===== src/rtl/cpu_pkg.sv =====
// Shared CPU definitions: instruction word layout, byte-field codes, fetch states
// and the length/illegal decode used by both fetch and decode.
package cpu_pkg;

    // mode[15:14], byte[13:12], opcode[11:8], op1[7:5], op2[4:2], optype[1:0]
    typedef struct packed {
        logic [1:0] mode;
        logic [1:0] byte_f;
        logic [3:0] opcode;
        logic [2:0] op1;
        logic [2:0] op2;
        logic [1:0] optype;
    } ins_word_t;

    localparam int unsigned BYTE_HI = 13;
    localparam int unsigned BYTE_LO = 12;

    localparam logic [1:0] BYTE_ONE = 2'b01;
    localparam logic [1:0] BYTE_TWO = 2'b10;

    typedef enum logic [1:0] {
        StWait0,
        StWait1,
        StPresent
    } fetch_state_e;

    typedef struct packed {
        logic len;      // 0 = one word, 1 = two words
        logic illegal;
    } len_dec_t;

    function automatic len_dec_t decode_len(input logic [1:0] byte_f);
        len_dec_t d;
        d.len     = (byte_f == BYTE_TWO);
        d.illegal = !((byte_f == BYTE_ONE) || (byte_f == BYTE_TWO));
        return d;
    endfunction

endpackage


===== src/rtl/ins_fetch.sv =====
// Instruction fetch: drives the ROM address, waits out the ROM read latency, checks the
// echoed tag, assembles one/two-word instructions and presents them over valid/ready.
module ins_fetch
    import cpu_pkg::*;
#(
    parameter int unsigned      ADDR_W   = 16,
    parameter int unsigned      DATA_W   = 16,
    parameter int unsigned      ROM_LAT  = 2,
    parameter logic [ADDR_W-1:0] RESET_PC = '0
) (
    input  logic              clk,
    input  logic              rst_n,
    output logic [ADDR_W-1:0] rom_addr,
    input  logic [ADDR_W-1:0] rom_addr_echo,
    input  logic [DATA_W-1:0] rom_data,
    input  logic              br_valid,
    input  logic [ADDR_W-1:0] br_target,
    output logic              ins_valid,
    input  logic              ins_ready,
    output logic [DATA_W-1:0] ins_w0,
    output logic [DATA_W-1:0] ins_w1,
    output logic              ins_len,
    output logic [ADDR_W-1:0] ins_pc,
    output logic              ins_illegal,
    output logic              tag_err
);

    localparam int unsigned CntW = (ROM_LAT > 1) ? $clog2(ROM_LAT) : 1;

    fetch_state_e      state_q;
    logic [CntW-1:0]   cnt_q;
    logic [ADDR_W-1:0] pc_q;

    logic              capture;
    logic              tag_ok;
    len_dec_t          dec;
    logic [ADDR_W-1:0] next_pc;

    assign capture = (cnt_q == CntW'(ROM_LAT - 1));
    assign tag_ok  = (rom_addr_echo == rom_addr);
    assign dec     = decode_len(rom_data[BYTE_HI:BYTE_LO]);
    assign next_pc = pc_q + ADDR_W'(ins_len) + ADDR_W'(1);

    always_ff @(posedge clk) begin
        if (!rst_n) begin
            state_q     <= StWait0;
            cnt_q       <= '0;
            pc_q        <= RESET_PC;
            rom_addr    <= RESET_PC;
            ins_valid   <= 1'b0;
            ins_w0      <= '0;
            ins_w1      <= '0;
            ins_len     <= 1'b0;
            ins_pc      <= '0;
            ins_illegal <= 1'b0;
            tag_err     <= 1'b0;
        end else begin
            tag_err <= 1'b0;
            // A redirect overrides everything, including a same-cycle capture or accept.
            if (br_valid) begin
                pc_q      <= br_target;
                rom_addr  <= br_target;
                cnt_q     <= '0;
                ins_valid <= 1'b0;
                state_q   <= StWait0;
            end else begin
                unique case (state_q)
                    StWait0: begin
                        if (!capture) begin
                            cnt_q <= cnt_q + CntW'(1);
                        end else if (!tag_ok) begin
                            tag_err <= 1'b1;
                            cnt_q   <= '0;
                        end else begin
                            ins_w0      <= rom_data;
                            ins_pc      <= pc_q;
                            ins_len     <= dec.len;
                            ins_illegal <= dec.illegal;
                            cnt_q       <= '0;
                            if (dec.len) begin
                                rom_addr <= pc_q + ADDR_W'(1);
                                state_q  <= StWait1;
                            end else begin
                                ins_w1    <= '0;
                                ins_valid <= 1'b1;
                                state_q   <= StPresent;
                            end
                        end
                    end
                    StWait1: begin
                        if (!capture) begin
                            cnt_q <= cnt_q + CntW'(1);
                        end else if (!tag_ok) begin
                            tag_err <= 1'b1;
                            cnt_q   <= '0;
                        end else begin
                            ins_w1    <= rom_data;
                            ins_valid <= 1'b1;
                            cnt_q     <= '0;
                            state_q   <= StPresent;
                        end
                    end
                    StPresent: begin
                        if (ins_valid && ins_ready) begin
                            pc_q      <= next_pc;
                            rom_addr  <= next_pc;
                            cnt_q     <= '0;
                            ins_valid <= 1'b0;
                            state_q   <= StWait0;
                        end
                    end
                    default: begin
                        state_q <= StWait0;
                    end
                endcase
            end
        end
    end

endmodule

===== config.mk =====
export PLATFORM = sky130hd
export DESIGN_NAME = ins_fetch
export DESIGN_NICKNAME = d
export VERILOG_FILES = /design/src/rtl/cpu_pkg.sv /design/src/rtl/ins_fetch.sv
export SDC_FILE = /design/constraint.sdc
export NUM_CORES = 1
export LEC_CHECK = 0
export ABC_AREA = 0
export BUFFER_PORTS_ARGS = -buffer_cell sky130_fd_sc_hd__buf_2
export CORE_ASPECT_RATIO = 2
export CORE_MARGIN = 2
export CORE_UTILIZATION = 40
export CTS_CLUSTER_SIZE = 14
export DETAILED_ROUTE_END_ITERATION = 8
export PLACE_DENSITY = 0.62
export REMOVE_ABC_BUFFERS = 1
export SYNTH_ARGS = -nofsm -noshare
export SYNTH_HDL_FRONTEND = slang
export SYNTH_SLANG_ARGS = --single-unit
export TNS_END_PERCENT = 50

===== constraint.sdc =====
create_clock -name clk -period 4.75 [get_ports clk]
set_input_delay 0.7125 -clock clk [delete_from_list [all_inputs] [get_ports clk]]
set_output_delay 0.7125 -clock clk [all_outputs]
set_load 0.02 [all_outputs]

==> results of run 1 <==
per-layer routing:
| layer | track usage (%) | vias to the layer above | part of all wire (%) |
|---|---|---|---|
| met2 | 38.0 | 116 | 57 |
| met3 | 3.02 | 18 | 4.0 |
| met5 | 0 | - | 0 |
| met4 | 8.46 | 0 | 2.4 |
| li1 | - | 1992 | - |
| met1 | 20.8 | 1883 | 37 |
cell families after synthesis:
logic type / Yosys count / synth area share, %
xor+xnor: 42 / 8.69
mux: 52 / 11.5
simple gates: 212 / 23.0
buf+inv: 57 / 6.53
flops: 87 / 38.0
fa+ha+maj: 4 / 1.09
compound gates: 62 / 11.2
cells in the final DEF (no fill, tap or decap), drive strengths merged, types with 2 or more instances in the layout:
cell,count
and4,4
nor2b,4
o2111ai,11
dfxtp,87
o311ai,10
o31ai,3
and3,3
and2,3
ha,4
mux2i,52
nor2,9
nand3,35
nor3,11
xor2,8
clkbuf,11
nor4,10
inv,7
nand2,107
nand4,12
nand4b,2
nand2b,7
nand3b,2
clkinv,2
o211a,11
bufinv,3
a21oi,6
o21ai,6
a211oi,2
buf,125
xnor2,34
a31oi,2
Yosys cell counts, types with 2 or more instances:
| cell | number |
|---|---|
| nand2_1 | 107 |
| dfxtp_1 | 87 |
| mux2i_1 | 51 |
| nand3_1 | 35 |
| clkbuf_1 | 33 |
| xnor2_1 | 30 |
| nor3_1 | 11 |
| o2111ai_1 | 11 |
| o211a_1 | 11 |
| nand4_1 | 10 |
| o311ai_1 | 10 |
| nor2_1 | 9 |
| nor4_1 | 9 |
| buf_2 | 8 |
| xor2_1 | 8 |
| inv_1 | 7 |
| nand2b_1 | 7 |
| a21oi_1 | 6 |
| o21ai_0 | 6 |
| and4_1 | 4 |
| ha_1 | 4 |
| nor2b_1 | 4 |
| xnor2_2 | 4 |
| and2_1 | 3 |
| and3_1 | 3 |
| buf_12 | 3 |
| buf_4 | 3 |
| o31ai_1 | 3 |
| a211oi_1 | 2 |
| a31oi_1 | 2 |
| buf_6 | 2 |
| nand3b_1 | 2 |
| nand4b_1 | 2 |
final cells by class:
cell class	instances	area [µm²]	share of cell area, %
clock buffer	11	253	4.61
timing repair buffer	125	643	11.7
sequential	87	1740	31.8
clock inverter	5	104	1.89
multi-input combinational	372	2540	46.3
inverter	7	26.3	0.479
tap	142	178	3.24
power groups by stage:
stage / registers, mW / clock network, mW / logic, mW
2_1_floorplan: 0.795 / 0 / 0.0732
3_3_place_gp: 0.791 / 0 / 0.157
3_5_place_dp: 0.791 / 0 / 0.160
4_1_cts: 0.775 / 0.852 / 0.160
5_1_grt: 0.778 / 0.886 / 0.174
6_report: 0.775 / 0.835 / 0.159
state kept, by name, indices dropped and copies added, names as in the netlist:
name,flops
ins_w1,16
capture,1
ins_valid,1
tag_err,1
rom_addr,16
ins_illegal,1
pc_q,16
ins_w0,16
ins_len,1
ins_pc,16
state_q,2
through the flow:
stage	setup slack [ns]	area [µm²]
finish	1.94	5480
global route	1.73	5480
CTS	1.83	5480
detailed placement	1.53	5130
global placement	1.60	5130
floorplan	1.28	4310
worst min-delay path: stages, from the launching register on:
cell,delay [ns]
dfxtp_1,0.31
nand2_1,0.05
mux2i_1,0.05
worst min path at each step:
stage / startpoint / to / cells after the start
final: ins_w0[12]$_SDFFE_PN0P_ / ins_w0[12]$_SDFFE_PN0P_ / 2
after global routing: ins_w1[10]$_SDFFE_PN0P_ / ins_w1[10]$_SDFFE_PN0P_ / 2
after CTS: ins_pc[7]$_SDFFE_PN0P_ / ins_pc[7]$_SDFFE_PN0P_ / 2
after detailed placement: ins_w1[0]$_SDFFE_PN0P_ / ins_w1[0]$_SDFFE_PN0P_ / 2
after global placement: ins_w0[1]$_SDFFE_PN0P_ / ins_w0[1]$_SDFFE_PN0P_ / 2
after floorplan: pc_q[15]$_SDFFE_PN0P_ / ins_pc[15]$_SDFFE_PN0P_ / 2
==> flow_summary.yaml, run 1 <==
global_route:
  grtUsageTotal_pct: 19.9
  overflow: 0
  grt_max_degree: 95
  grt_pass1_wl_mm: 19.5
  grt_pass1_vias: 3960
  antenna_found_initial: 0
sta:
  fin_tns_setup_ns: 0
  hold_slack_ns: 0.457
  clock_skew_ns: 0.00896
  hold_violations: 0
  rsz0062_at_grt: "no"
  min_period_ns: 2.81
  clock.fmax_mhz: 356
  relSlewSlack_pct: 37.2
  setup_viol: 0
  worst_pin_slew_ns: 0.942
  period_share_pct: 59.2
  slew_viol_final: 0
logic_synthesis:
  ys_ff_latch: 87
  synth_edf_count: 0
  synth.distinct_cells: 52
  syn_area_per_cell_um2: 8.87
  syn_area_um2: 4580
  postSynth.asyncResetShare_pct: 0
  synth_top_cell_by_area: "dfxtp_1"
  synth_area_leaders: "dfxtp_1 (38%), mux2i_1 (11%), nand2_1 (8.8%), xnor2_1 (5.7%), nand3_1 (3.8%)"
  yosysWarnings: 0
  yosys_most_used_dff: "dfxtp_1"
  seq_area_frac_synth_pct: 38.0
  syn_inst: 516
  yosysTopAreaCellShare_pct: 38.0
worst_setup_path:
  cp_num_buf_inv: 1
  cpPeakStageDelay_ns: 0.90
  worst_setup_path_end_kind: "register"
  endpoint: "ins_w1[6]$_SDFFE_PN0P_"
  cp_slowest_cell: "and4_1"
  critPathLaunchType: "input pin"
  critPathMaxFanout: 16
  worstPathRequired_ns: 5.01
  cp_top_family: "simple AND/OR/NAND/NOR gates"
  rr_endpoint: "ins_w1[6]$_SDFFE_PN0P_"
  crit_cells: 6
  crit_type: "in2reg"
  cp.arrival_ns: 3.07
  reg2reg_setup_slack_ns: 2.05
  path_cells: "buf_2 > xnor2_1 > nand4_1 > nor4_4 > and4_1 > mux2i_1"
  startpoint: "rom_addr_echo[15]"
  rr_worst_depth: 5
  r2r-start: "rom_addr[15]$_SDFFE_PN0P_"
power_and_ir_drop:
  fin_total_pwr_mw: 1.77
  swShare_pct: 23.3
  p_per_area_nw_per_um2: 323
  comb_power_share_pct: 9.0
  switching_power_mw: 0.412
  seq_power_share_pct: 43.8
  p_int_mw: 1.36
  max-vdd-ir-drop_mv: 0.225
  power.leakage_nw: 2.21
  pwr-share-clk_pct: 47.2
cells_and_area:
  final_cells: 749
  syn_to_final_growth_pct: 19.8
  drive_above_1_share_pct: 25.0
  nNetsFinal: 658
  antenna-diode-count: 0
  fillCellCount: 1147
  final_core_util_pct: 48.9
cts:
  cts_num_sinks: 87
  post_cts.repair.setup_buffers: 0
  cts-root-buf: "clkbuf_16"
  htreeDepth: 3
  worst_skew_pair.late_latency_ns: 0.34
  numCtsBuffers: 9
  tritoncts: "yes"
  clock_tree.buffer_depth: 2
  cts_resized: 0
  hold_buffers: 0
  clkTransAtPathRegs_ns: 0.06
drt:
  viasPerCell: 5.35
  vias: 4009
  routed_wl_mm: 12.1
  wire_per_inst_um: 16.2
  drt-initial-drc-count: 294
  drc: 0
  drtAntennaViolNets: 0
  firstDrtPassIters: 4
place:
  port_buffers: 119
  placedCellCount: 733
  globalplace.congestion: 0.879
  post-dp-hpwl_mm: 8.94
die:
  core-area_um2: 11200
  placementRows: 55
  dieArea_um2: 12400
  die_x_um: 79.7
  chipHeight_um: 155
  start_util_pct: 40.8
  io_pins: 120
flow_run:
  maxCapViolCount: 0
min_path:
  hold_path.class: "reg2reg"
outcome:
  status: "finished clean"
Power figures use the tool's default switching activity.
==> run 2: changes to the inputs <==
--- a/config.mk
+++ b/config.mk
@@ -12,7 +12,7 @@
 export CORE_UTILIZATION = 40
 export CTS_CLUSTER_SIZE = 14
 export DETAILED_ROUTE_END_ITERATION = 8
-export PLACE_DENSITY = 0.62
+export PLACE_DENSITY = 0.65
 export REMOVE_ABC_BUFFERS = 1
 export SYNTH_ARGS = -nofsm -noshare
 export SYNTH_HDL_FRONTEND = slang
==> constraint.sdc (replaced) <==
create_clock -name clk -period 2.45 [get_ports clk]
set_input_delay 0.3675 -clock clk [delete_from_list [all_inputs] [get_ports clk]]
set_output_delay 0.3675 -clock clk [all_outputs]
set_load 0.02 [all_outputs]
==> run 2 against run 1 <==
- flip-flop and latch count unchanged
- sequential power up 94%
- clock skew down 0.0021 ns
- clock power up 78%
- final area up 2.3%
- final cell count up 2.1%
- critical path depth up 2
- worst hold slack worse by 0.18 ns
- routed wire length up 2.5%
- utilization up 1.1 points
- worst setup slack worse by 1.6 ns
- global-route usage up 0.70 points
==> flow_summary.yaml, run 2 (same netlist as run 1, synthesis figures left out) <==
power_and_ir_drop:
  max-vdd-ir-drop_mv: 0.413
  p_per_area_nw_per_um2: 590
  power.leakage_nw: 2.28
cts:
  clkTransAtPathRegs_ns: 0.07
  tritoncts: "yes"
  post_cts.repair.setup_buffers: 0
  cts_resized: 0
  htreeDepth: 3
  hold_buffers: 0
  cts-root-buf: "clkbuf_16"
  cts_num_sinks: 87
  worst_skew_pair.late_latency_ns: 0.34
  clock_tree.buffer_depth: 2
  numCtsBuffers: 9
global_route:
  met2_usage_pct: 37.9
  grtUsageTotal_pct: 20.6
  met3_usage_pct: 3.54
  grt_pass1_vias: 4058
  overflow: 0
  antenna_found_initial: 0
  grt.busiest_layer: "met2"
  grt_max_degree: 144
  grt_pass1_wl_mm: 20.0
  met1_usage_pct: 21.0
die:
  chipHeight_um: 155
  start_util_pct: 40.8
  dieArea_um2: 12400
  die_x_um: 79.7
  core-area_um2: 11200
  io_pins: 120
  placementRows: 55
cells_and_area:
  antenna-diode-count: 0
  drive_above_1_share_pct: 26.8
  layout_common_cells: "buf_2 (118), nand2_1 (107), dfxtp_1 (87)"
  nNetsFinal: 674
  final_core_util_pct: 50.0
  final_cells: 765
  fillCellCount: 1072
  final_common_cell: "buf_2"
  syn_to_final_growth_pct: 22.5
worst_setup_path:
  cp_common_cell: "buf_4"
  cp_slowest_cell: "dfxtp_1"
  cp_top_family: "simple AND/OR/NAND/NOR gates"
  crit_type: "reg2reg"
  path_cells: "xnor2_1 > buf_4 > nand4_1 > nor4_4 > buf_4 > and4_1 > buf_12 > mux2i_1"
  r2r-start: "rom_addr[15]$_SDFFE_PN0P_"
  critPathMaxFanout: 16
  cpPeakStageDelay_ns: 0.38
  worstPathRequired_ns: 2.71
  critPathLaunchType: "register"
  cp_num_buf_inv: 3
  cp.arrival_ns: 2.41
  startpoint: "rom_addr[15]$_SDFFE_PN0P_"
  worst_setup_path_end_kind: "register"
sta:
  rsz0062_at_grt: "no"
  period_share_pct: 88.1
  slew_viol_final: 0
  setup_viol: 0
  min_period_ns: 2.16
  worst_pin_slew_ns: 0.583
  clock_skew_ns: 0.00691
  clock.fmax_mhz: 463
  hold_violations: 0
  relSlewSlack_pct: 61.1
place:
  port_buffers: 119
  post-dp-hpwl_mm: 9.15
  placedCellCount: 749
  globalplace.congestion: 0.842
drt:
  viasPerCell: 5.34
  drt-initial-drc-count: 275
  drtAntennaViolNets: 0
  firstDrtPassIters: 4
  vias: 4087
  wire_per_inst_um: 16.2
  drc: 0
  routed_wl_mm: 12.4
outcome:
  status: "finished clean"
min_path:
  min_from: "br_target[7]"
  hold_path.class: "in2reg"
flow_run:
  maxCapViolCount: 0
## run 2: layout make-up
cell class / count / area [µm²] / share of cell area (%)
multi-input cells: 372 / 2540 / 45.2
clock inverters: 5 / 81.3 / 1.45
repair buffers: 141 / 801 / 14.3
flip-flops and latches: 87 / 1740 / 31.1
clock buffers: 11 / 243 / 4.33
inverters: 7 / 26.3 / 0.469
well taps: 142 / 178 / 3.17
## run 2: path summary, 6_finish.rpt
kind                             endpoint  slack (ns)  cells after the start
setup / recovery  ins_w1[12]$_SDFFE_PN0P_        0.29                      8
hold / removal       pc_q[7]$_SDFFE_PN0P_        0.27                      2
setup reg to reg  ins_w1[12]$_SDFFE_PN0P_        0.29                      8
hold reg to reg   ins_pc[11]$_SDFFE_PN0P_        0.45                      2
## run 2: power by group
group	total, mW	internal, mW	switching (mW)	leakage, nW
clock	1.49	0.922	0.564	0.156
sequential	1.50	1.45	0.0517	0.708
combinational	0.323	0.140	0.183	1.42
## run 2: per-layer routing
layer	part of all wire, %	vias up
met3	4.2	42
li1	-	2018
met2	54	135
met1	37	1892
met4	5.3	0
met5	0	-
## run 2: metrics by stage
stage          hold WS, ns  total power [mW]  area, µm²  setup slack, ns  setup TNS (ns)
4_1_cts              0.262              3.35       5610            0.264               0
3_5_place_dp         0.445              1.85       5280            0.184               0
3_3_place_gp         0.439              1.85       5280            0.236               0
6_report             0.273              3.31       5610            0.292               0
2_1_floorplan        0.475              1.68       4310           -0.783          -26.63
5_1_grt              0.260              3.44       5610            0.176               0
## run 2: worst reg2reg max path, stage by stage (launching register included)
cell and delay (ns):
dfxtp_1 0.38, xnor2_1 0.13, buf_4 0.14, nand4_1 0.20, nor4_4 0.36, buf_4 0.19
and4_1 0.25, buf_12 0.19, mux2i_1 0.23
==> run 3: changes to the inputs <==
--- a/config.mk
+++ b/config.mk
@@ -12,7 +12,8 @@
 export CORE_UTILIZATION = 40
 export CTS_CLUSTER_SIZE = 14
 export DETAILED_ROUTE_END_ITERATION = 8
-export PLACE_DENSITY = 0.65
+export HOLD_SLACK_MARGIN = 0.05
+export PLACE_DENSITY = 0.62
 export REMOVE_ABC_BUFFERS = 1
 export SYNTH_ARGS = -nofsm -noshare
 export SYNTH_HDL_FRONTEND = slang
==> constraint.sdc (replaced) <==
create_clock -name clk -period 2.05 [get_ports clk]
set_input_delay 0.3075 -clock clk [delete_from_list [all_inputs] [get_ports clk]]
set_output_delay 0.3075 -clock clk [all_outputs]
set_load 0.02 [all_outputs]
==> run 3 against run 2 <==
- clock skew down 0.00075 ns
- register-to-register slack lost 0.29 ns
- maximum frequency grew 5.4%
- utilization up 4.1 points
- power rose by 18%
- critical path depth stayed put
- die area unchanged
- routed wire length increased by 7.0%
- worst hold slack worse by 0.062 ns
- critical endpoint is now ins_w0[0]$_SDFFE_PN0P_
- sequential power is 19% higher
- final area grew 8.2%
- clock-buffer cell count unchanged
==> flow_summary.yaml, run 3 (same netlist as run 1, synthesis figures left out) <==
cells_and_area:
  syn_to_final_growth_pct: 32.5
  fillCellCount: 1048
  nNetsFinal: 710
  layout_common_cells: "buf_2 (118), nand2_1 (107), dfxtp_1 (81)"
  drive_above_1_share_pct: 34.0
  antenna-diode-count: 0
  final_common_cell: "buf_2"
die:
  chipHeight_um: 155
  placementRows: 55
  core-area_um2: 11200
  start_util_pct: 40.8
  dieArea_um2: 12400
  io_pins: 120
  die_x_um: 79.7
cts:
  clock_tree.buffer_depth: 2
  htreeDepth: 3
  cts-root-buf: "clkbuf_16"
  numCtsBuffers: 9
  tritoncts: "yes"
  cts_num_sinks: 87
  worst_skew_pair.late_latency_ns: 0.34
  clkTransAtPathRegs_ns: 0.06
  hold_buffers: 0
sta:
  period_share_pct: 99.9
  clock_skew_ns: 0.00616
  relSlewSlack_pct: 72.1
  worst_pin_slew_ns: 0.415
  rsz0062_at_grt: "yes"
  clock.fmax_mhz: 488
  min_period_ns: 2.05
  hold_violations: 0
  slew_viol_final: 0
  hold_slack_ns: 0.211
  setup_viol: 0
  setup_ws_ns: 0.00265
outcome:
  status: "finished clean"
power_and_ir_drop:
  p_per_area_nw_per_um2: 645
  max-vdd-ir-drop_mv: 0.505
  power.leakage_nw: 2.54
global_route:
  grt_pass1_vias: 4166
  met2_usage_pct: 37.3
  grtUsageTotal_pct: 20.6
  antenna_found_initial: 0
  met3_usage_pct: 3.42
  grt.busiest_layer: "met2"
  met1_usage_pct: 22.0
  grt_pass1_wl_mm: 20.1
  grt_max_degree: 103
  overflow: 0
place:
  port_buffers: 119
  globalplace.congestion: 0.906
  place_ws_ns: -0.105
  post-dp-hpwl_mm: 9.33
worst_setup_path:
  worstPathRequired_ns: 2.32
  worst_setup_path_end_kind: "register"
  critPathMaxFanout: 8
  critPathLaunchType: "register"
  crit_type: "reg2reg"
  cp.arrival_ns: 2.32
drt:
  drc: 0
  viasPerCell: 5.25
  drt-initial-drc-count: 269
  routed_wl_mm: 13.3
  wire_per_inst_um: 16.6
  drtAntennaViolNets: 0
  vias: 4206
  firstDrtPassIters: 5
flow_run:
  maxCapViolCount: 0
min_path:
  hold_path.class: "in2reg"
[run 3: routing by layer]
| metal | wire length (µm) | up-vias |
|---|---|---|
| met4 | 468 | 0 |
| li1 | - | 2093 |
| met1 | 4800 | 1960 |
| met3 | 546 | 24 |
| met5 | 0 | - |
| met2 | 7460 | 129 |
[run 3: final cells by class]
class | count | area, µm² | share of cell area (%)
Multi-Input combinational cell | 372 | 2660 | 43.9
Sequential cell | 87 | 1750 | 28.8
Timing Repair Buffer | 177 | 1150 | 19.0
Clock buffer | 11 | 243 | 4.00
Tap cell | 142 | 178 | 2.93
Clock inverter | 5 | 56.3 | 0.928
Inverter | 7 | 26.3 | 0.433
[run 3: per-stage QoR]
stage          instance area (µm²)  util [%]  cells  total power [mW]  TNS, ns
2_1_floorplan                 4310         -    466              2.01   -43.23
3_3_place_gp                  5500      49.0    776              2.24    -1.10
3_5_place_dp                  5500      49.0    776              2.25    -3.77
4_1_cts                       5820      51.9    792              3.93  -0.0582
5_1_grt                       6070      54.1    801              4.06    -2.08
6_report                      6070      54.1    801              3.91        0
[run 3: worst max-delay path: stages (launching register included)]
cell and delay [ns]:
dfxtp_2 0.34, xnor2_2 0.17, nand4_1 0.17, buf_4 0.19
nor4_4 0.29, nor4b_4 0.26, buf_6 0.19, buf_8 0.17
mux2i_1 0.19
[run 3: what timing repair did]
| action | in CTS | in global routing |
|---|---|---|
| pin swaps | 2 | 6 |
| endpoints found under the setup margin | 38 | 66 |
| cloned | 0 | 5 |
| buffers inserted | 0 | 4 |
| resized for setup | 4 | 25 |
[run 3: worst paths after layout]
path,from,slack [ns],to,depth (start not counted)
worst max-delay path,rom_addr[4]$_SDFFE_PN0P_,0.003,ins_w0[0]$_SDFFE_PN0P_,8
worst min-delay path,br_target[8],0.21,rom_addr[8]$_SDFFE_PN0P_,3
worst max register to register,rom_addr[4]$_SDFFE_PN0P_,0.003,ins_w0[0]$_SDFFE_PN0P_,8
worst min register to register,ins_w0[7]$_SDFFE_PN0P_,0.45,ins_w0[7]$_SDFFE_PN0P_,2
[run 3: power by group]
| group | total, mW | leakage [nW] | internal [mW] | switching [mW] |
|---|---|---|---|---|
| Clock | 1.67 | 0.146 | 0.979 | 0.692 |
| Combinational | 0.458 | 1.68 | 0.207 | 0.250 |
| Sequential | 1.79 | 0.710 | 1.73 | 0.0523 |
| Total | 3.91 | 2.54 | 2.92 | 0.994 |
